--- src/rtl/udma_apb_master_pkg.sv ---
// Shared types and constants for the uDMA APB initiator.
package udma_apb_master_pkg;

  typedef enum logic [1:0] {
    IDLE   = 2'd0,
    SETUP  = 2'd1,
    ACCESS = 2'd2,
    RESP   = 2'd3
  } state_e;

  // Read data returned when a transfer is aborted by the ACCESS timeout.
  localparam logic [31:0] TIMEOUT_ERR_DATA = 32'h0000_0000;

endpackage

--- src/rtl/udma_apb_master.sv ---
// uDMA APB3 initiator: one outstanding single-beat request, full SETUP/ACCESS
// sequence, registered response with error flag.
// Optional feature: define UDMA_APB_MASTER_TIMEOUT_EN to abort ACCESS phases
// that see no PREADY for TIMEOUT_CYCLES consecutive cycles.
module udma_apb_master
  import udma_apb_master_pkg::*;
#(
  parameter int unsigned APB_ADDR_WIDTH = 12,
  parameter int unsigned TIMEOUT_CYCLES = 256
) (
  input  logic                      clk_i,
  input  logic                      rst_i,
  input  logic                      req_valid_i,
  output logic                      req_ready_o,
  input  logic [APB_ADDR_WIDTH-1:0] req_addr_i,
  input  logic [31:0]               req_wdata_i,
  input  logic                      req_rwn_i,
  output logic                      rsp_valid_o,
  input  logic                      rsp_ready_i,
  output logic [31:0]               rsp_rdata_o,
  output logic                      rsp_err_o,
  output logic [APB_ADDR_WIDTH-1:0] PADDR,
  output logic [31:0]               PWDATA,
  output logic                      PWRITE,
  output logic                      PSEL,
  output logic                      PENABLE,
  input  logic [31:0]               PRDATA,
  input  logic                      PREADY,
  input  logic                      PSLVERR
);

  if (TIMEOUT_CYCLES < 1) begin : g_bad_timeout
    $error("TIMEOUT_CYCLES must be at least 1");
  end

  state_e state_q, state_n;
  logic   capture;
  logic   complete;
  logic   timeout_hit;
  logic   timeout_expire;

  logic [APB_ADDR_WIDTH-1:0] addr_q;
  logic [31:0]               wdata_q;
  logic                      pwrite_q;
  logic                      psel_q;
  logic                      penable_q;
  logic                      req_ready_q;
  logic                      rsp_valid_q;
  logic [31:0]               rsp_rdata_q;
  logic                      rsp_err_q;

`ifdef UDMA_APB_MASTER_TIMEOUT_EN
  localparam int unsigned CNT_W = $clog2(TIMEOUT_CYCLES + 1);
  logic [CNT_W-1:0] to_cnt_q;

  // Count consecutive not-ready ACCESS cycles; cleared while in SETUP.
  always_ff @(posedge clk_i) begin
    if (rst_i) begin
      to_cnt_q <= '0;
    end else if (state_q == SETUP) begin
      to_cnt_q <= '0;
    end else if (state_q == ACCESS && !PREADY) begin
      to_cnt_q <= to_cnt_q + CNT_W'(1);
    end
  end

  // True during the TIMEOUT_CYCLES-th ACCESS cycle.
  assign timeout_expire = (state_q == ACCESS) &&
                          (to_cnt_q == CNT_W'(TIMEOUT_CYCLES - 1));
`else
  assign timeout_expire = 1'b0;
`endif

  // State register.
  always_ff @(posedge clk_i) begin
    if (rst_i) state_q <= IDLE;
    else       state_q <= state_n;
  end

  // Next-state and per-cycle control decode.
  always_comb begin
    state_n     = state_q;
    capture     = 1'b0;
    complete    = 1'b0;
    timeout_hit = 1'b0;
    case (state_q)
      IDLE: begin
        if (req_valid_i) begin
          capture = 1'b1;
          state_n = SETUP;
        end
      end
      SETUP: state_n = ACCESS;
      ACCESS: begin
        if (PREADY) begin
          complete = 1'b1;
          state_n  = RESP;
        end else if (timeout_expire) begin
          timeout_hit = 1'b1;
          state_n     = RESP;
        end
      end
      RESP: begin
        if (rsp_ready_i) state_n = IDLE;
      end
      default: state_n = IDLE;
    endcase
  end

  // Request capture; these registers drive the APB address/data/direction.
  always_ff @(posedge clk_i) begin
    if (rst_i) begin
      addr_q   <= '0;
      wdata_q  <= '0;
      pwrite_q <= 1'b1;
    end else if (capture) begin
      addr_q   <= req_addr_i;
      wdata_q  <= req_wdata_i;
      pwrite_q <= ~req_rwn_i;
    end
  end

  // Registered handshake and APB phase strobes, decoded from the next state.
  always_ff @(posedge clk_i) begin
    if (rst_i) begin
      psel_q      <= 1'b0;
      penable_q   <= 1'b0;
      req_ready_q <= 1'b1;
      rsp_valid_q <= 1'b0;
    end else begin
      psel_q      <= (state_n == SETUP) || (state_n == ACCESS);
      penable_q   <= (state_n == ACCESS);
      req_ready_q <= (state_n == IDLE);
      rsp_valid_q <= (state_n == RESP);
    end
  end

  // Response capture at the end of ACCESS; held through RESP.
  always_ff @(posedge clk_i) begin
    if (rst_i) begin
      rsp_rdata_q <= '0;
      rsp_err_q   <= 1'b0;
    end else if (complete) begin
      rsp_rdata_q <= (PSLVERR || pwrite_q) ? 32'h0 : PRDATA;
      rsp_err_q   <= PSLVERR;
    end else if (timeout_hit) begin
`ifdef UDMA_APB_MASTER_TIMEOUT_EN
      rsp_rdata_q <= TIMEOUT_ERR_DATA;
`else
      rsp_rdata_q <= 32'h0;
`endif
      rsp_err_q   <= 1'b1;
    end
  end

  assign req_ready_o = req_ready_q;
  assign rsp_valid_o = rsp_valid_q;
  assign rsp_rdata_o = rsp_rdata_q;
  assign rsp_err_o   = rsp_err_q;
  assign PADDR       = addr_q;
  assign PWDATA      = wdata_q;
  assign PWRITE      = pwrite_q;
  assign PSEL        = psel_q;
  assign PENABLE     = penable_q;

endmodule
--- config.mk ---
export PLATFORM = sky130hd
export DESIGN_NAME = udma_apb_master
export DESIGN_NICKNAME = d
export VERILOG_FILES = /design/src/rtl/udma_apb_master_pkg.sv /design/src/rtl/udma_apb_master.sv
export SDC_FILE = /design/constraint.sdc
export NUM_CORES = 1
export LEC_CHECK = 0
export ABC_AREA = 1
export CAP_MARGIN = 10
export CORE_UTILIZATION = 43
export DETAILED_ROUTE_END_ITERATION = 8
export PLACE_DENSITY = 0.95
export SLEW_MARGIN = 30
export SYNTH_ARGS = -nofsm -noshare
export SYNTH_HDL_FRONTEND = slang
export SYNTH_SLANG_ARGS = --single-unit
--- constraint.sdc ---
create_clock -name clk_i -period 2.3 [get_ports clk_i]
set_clock_uncertainty 0.1 [all_clocks]
set_input_delay 0.46 -clock clk_i [delete_from_list [all_inputs] [get_ports clk_i]]
set_output_delay 0.46 -clock clk_i [all_outputs]
set_load 0.1 [all_outputs]
---- Word level (Yosys, flattened, before mapping) ----
Cells that the tools add are included.
operators by class
  eq/ne operators ......................... 6
  mux-type cells .......................... 11
  bitwise gates (word level) .............. 1
  reduce and logical (&&, ||, !) cells .... 4
operator list
  kind                                                 number
  2-to-1 mux 32 bit                                    2
  equality test 2 bit, second input constant           4
  case mux 2 bit (4 select lines)                      1
  2-to-1 mux 2 bit                                     3
  2-to-1 mux 1 bit                                     5
  equality test 2 x 1 -> 1 bit, second input constant  2
  logical NOT 2 bit                                    2
  logical OR 1 bit                                     2
  NOT 1 bit                                            1
storage, ports and cells
  logic and storage cells ................. 32
  output and inout bits ................... 82
  register bits ........................... 84

---- Logic depth before layout (Yosys ltp) ----
  depth in word-level cells ............... 4
  mapped depth ............................ 8
  mapped depth without buffers ............ 7

---- Least setup slack after synthesis ----
OpenSTA, ideal clock, no wires.
  path type ............................... flip-flop to flip-flop
  from .................................... register pwrite_q (netlist: PWRITE)
  to ...................................... register rsp_rdata_q[10] (netlist: rsp_rdata_o[10])
  clock period less this slack ............ 1.694 ns
  arrival time ............................ 1.481 ns
  slack ................................... 0.606 ns
  required time ........................... 2.086 ns
  setup time .............................. 0.114 ns
  buffers on the path ..................... 1
  cell stages (with the launch flop) ...... 5
  cells stage by stage .................... dfxtp_1 > nor2_2 > clkbuf_1 > a21oi_1 > nor2_1
on the way
  cells in the longest elaborated chain, start to end .. 3
RTL lines
  what                    line                    source
  start, declared         udma_apb_master.sv:44   logic pwrite_q;
  start signal, assigned  udma_apb_master.sv:119  pwrite_q <= ~req_rwn_i;
  logical OR 1 bit        udma_apb_master.sv:144  rsp_rdata_q <= (PSLVERR || pwrite_q) ? 32'h0 : PRDATA;
  2-to-1 mux 32 bit       udma_apb_master.sv:144
  2-to-1 mux 32 bit       udma_apb_master.sv:143  end else if (complete) begin
  end signal, assigned    udma_apb_master.sv:144
  end, declared           udma_apb_master.sv:49   logic [31:0] rsp_rdata_q;
Every way passes these cells. The select of a mux whose other input is x is not followed.
A chain may end at the register's enable or synchronous reset.

---- Worst setup path after layout ----
  from .................................... input rsp_ready_i
  to ...................................... register psel_q (netlist: PSEL)
on the way
  cells in the longest elaborated chain, start to end .. 4
RTL lines
  what                                                                 line                    source
  start, declared                                                      udma_apb_master.sv:19   input logic rsp_ready_i,
  2-to-1 mux 2 bit (*)                                                 udma_apb_master.sv:104  if (rsp_ready_i) state_n = IDLE;
  case mux 2 bit (4 select lines) (*)                                  udma_apb_master.sv:86   case (state_q)
  equality test 2 x 1 -> 1 bit or equality test 2 bit (tied branches)  udma_apb_master.sv:131  psel_q <= (state_n == SETUP) || (state_n == ACCESS);
  logical OR 1 bit (*)                                                 udma_apb_master.sv:131
  end signal, assigned                                                 udma_apb_master.sv:131
  end, declared                                                        udma_apb_master.sv:45   logic psel_q;
Every way passes the cells marked *; elsewhere a longest branch is shown, timed or not.

==> results.sh <==
export IMPL_cts_resized=0
export IMPL_worstSkewPairLatency_ps=340
export IMPL_grt_max_degree=47
export IMPL_r2r_setup_slack_ps=800
export IMPL_initialDrtViolationCount=113
export IMPL_synth_mux_area_share_pct=0
export IMPL_dp_hpwl_um=6500
export IMPL_worstSetupPathType="in2reg"
export IMPL_synthSimpleGateAreaFrac_pct=28.1
export IMPL_wl_um=8980
export IMPL_initial_core_util_pct=45.2
export IMPL_peakVddDrop_v=0.000447
export IMPL_drtAntennaViolNets=0
export IMPL_cp_data_required_time_ps=2420
export IMPL_place_inst=707
export IMPL_tightestPinTransition_ps=442
export IMPL_setup_violations=0
export IMPL_diodes=0
export IMPL_cts_htree_levels=3
export IMPL_finalNonFillerCells=723
export IMPL_post_drt_wl_per_cell_um=12.4
export IMPL_min_delay_path_depth=2
export IMPL_final_nets=705
export IMPL_grt_pass1_wl_um=14700
export IMPL_min_from="PWDATA[30]$_SDFFE_PP0P_"
export IMPL_cts_tree="done"
export IMPL_die_w_um=90.0
export IMPL_yosys_warnings=0
export IMPL_cts_sinks=84
export IMPL_hold_worst_slack_ps=388
export IMPL_dr_pass1_iters=4
export IMPL_postCtsSetupBuffers=0
export IMPL_numCtsBuffers=9
export IMPL_clock_fmax_mhz=600
export IMPL_synth_top_family_by_area="simple AND/OR/NAND/NOR gates"
export IMPL_hold_end="PWDATA[30]$_SDFFE_PP0P_"
export IMPL_routabilityCongestion=0.780
export IMPL_grt_pass1_vias=3198
export IMPL_num_vias=3403
export IMPL_cts_hold_buf=0
export IMPL_cap_violations=0
export IMPL_io_pins=165
export IMPL_clk_pin_slew_worst_paths_ps=80
export IMPL_cts_max_path_buffers=2
export IMPL_clkPwrFrac_pct=26.4
export IMPL_core_area_mm2=0.00737
export IMPL_rsz0062_at_grt="false"
export IMPL_area_growth_pct=49.1
export IMPL_ys_types=16
export IMPL_reg2reg_depth=6
export IMPL_synth_seq_cells=84
export IMPL_worstPathArrival_ps=1790
export IMPL_synth_compound_area_share_pct=8.57
export IMPL_cp_max_fo=3
export IMPL_combinationalPowerShare_pct=36.2
export IMPL_outcome="finished, final reports clean"
export IMPL_dp_slack_ps=287
export IMPL_synth_fa_ha_area_share_pct=1.13
export IMPL_rows=31
export IMPL_drive_gt1_share_pct=17.6
export IMPL_syn_inst=464
export IMPL_synth_seq_area_share_pct=50.5
export IMPL_final_area_mm2=0.00496
export IMPL_r2r_end="PSEL$_SDFF_PP0_"
export IMPL_avgViaCountPerCell=4.71
export IMPL_slew_viol_final=0
export IMPL_pwr_share_seq_pct=37.5
export IMPL_finalHoldViolations=0
export IMPL_hold_class="reg2reg"
export IMPL_power_density_mw_per_mm2=889
export IMPL_io_buffers=164
export IMPL_setup_ws_ps=633
export IMPL_die_h_um=90.0
export IMPL_startpoint_type="input pin"
export IMPL_switching_share_pct=41.2
export IMPL_syn_nets=550
export IMPL_synth_area_mm2=0.00333
export IMPL_cts_root_buf="clkbuf_8"
export IMPL_fillers=615
export IMPL_avgSynthCellArea_um2=7.17
export IMPL_grt_overflow_total=0
export IMPL_dieArea_mm2=0.00810
export IMPL_critPathCaptureType="flop"
export IMPL_period_share_pct=72.5
export IMPL_p_int_uw=2590
export IMPL_antenna_found_initial=0
export IMPL_tns_ps=0
export IMPL_p_leak_uw=0.00236
export IMPL_rr_startpoint="state_q[1]$_SDFF_PP0_"
export IMPL_place_area_mm2=0.00474
export IMPL_grt_usage_pct=22.2
export IMPL_switching_power_uw=1820
export IMPL_slew_headroom_pct=70.5
export IMPL_drc=0
export IMPL_period_minus_slack_ps=1670
export IMPL_synthXorXnorAreaFrac_pct=0
-- critical path, cell delays in order --
cell and delay, ps:
clkdlybuf4s50_1 460, inv_1 50, o21ai_0 320, inv_1 130, ha_1 280, inv_1 50, nor2_1 30
-- cell families (layout without fill, tap and decap cells) --
group	count (synthesis)	in the layout
flip-flops	84	84
AO/OA/AOI/OAI	57	57
adder cells (fa/ha/maj)	3	3
AND/OR/NAND/NOR	246	246
buffers and inverters	74	234
-- power by group through the flow --
| stage | Sequential (uW) | Clock [uW] | Combinational, uW |
|---|---|---|---|
| after floorplan | 2570 | 0 | 331 |
| after global placement | 1680 | 0 | 1570 |
| after detailed placement | 1690 | 0 | 1600 |
| after CTS | 1650 | 1190 | 1600 |
| after global routing | 1670 | 1270 | 1670 |
| final | 1650 | 1160 | 1600 |
-- registers in the layout, indices dropped and copies added (netlist names) --
name	cells
PWDATA	32
rsp_rdata_o	32
PADDR	12
state_q	2
PENABLE	1
PSEL	1
PWRITE	1
req_ready_o	1
rsp_err_o	1
rsp_valid_o	1
-- worst max-delay path by stage --
stage,startpoint,to,cells after the start
floorplan,PWRITE$_SDFFE_PP1P_,rsp_rdata_o[10]$_SDFFE_PP0P_,4
global placement,rsp_ready_i,PSEL$_SDFF_PP0_,7
detailed placement,rsp_ready_i,PSEL$_SDFF_PP0_,7
CTS,rsp_ready_i,PSEL$_SDFF_PP0_,7
global route,rsp_ready_i,PSEL$_SDFF_PP0_,7
finish,rsp_ready_i,PSEL$_SDFF_PP0_,7
-- layout make-up --
cell class	count	area (um^2)	share of cell area, %
Sequential cell	84	1680	33.9
Inverter	46	180	3.63
Clock inverter	7	98.8	1.99
Multi-Input combinational cell	306	1260	25.4
Tap cell	99	124	2.50
Clock buffer	9	124	2.50
Timing Repair Buffer	172	1500	30.1
-- stage by stage --
stage	total power (uW)	utilization (%)
3_3_place_gp	3250	64.3
6_report	4410	67.4
3_5_place_dp	3280	64.3
5_1_grt	4610	67.4
2_1_floorplan	2900	-
4_1_cts	4440	67.4
-- routing by layer --
layer	GRT usage (%)	vias up	part of all wire (%)
met1	26.8	1539	41
met4	7.93	0	1.6
met3	5.75	15	9.0
met5	0	-	0
met2	38.0	150	49
li1	-	1699	-
-- Yosys cell counts (all sizes together) --
cell    instances  share of area, %
a21oi          12               1.8
buf            21               5.5
clkbuf          7              0.79
dfxtp          84                51
ha              3               1.1
inv            46               5.4
nand2         112                13
nand3           4              0.60
nor2          129                15
o21ai          45               6.8
or2             1              0.19
-- cells in the final DEF (no fill, tap or decap), drive strengths merged, types with 2 or more instances in the layout --
| cell type | synthesis | final |
|---|---|---|
| nor2 | 129 | 129 |
| buf | 21 | 90 |
| dfxtp | 84 | 84 |
| nand2 | 112 | 112 |
| clkbuf | 7 | 9 |
| o21ai | 45 | 45 |
| bufinv | 0 | 2 |
| clkdlybuf4s50 | 0 | 82 |
| a21oi | 12 | 12 |
| nand3 | 4 | 4 |
| clkinv | 0 | 2 |
| ha | 3 | 3 |
| inv | 46 | 48 |
No activity file was read; power rests on OpenSTA's default activity.
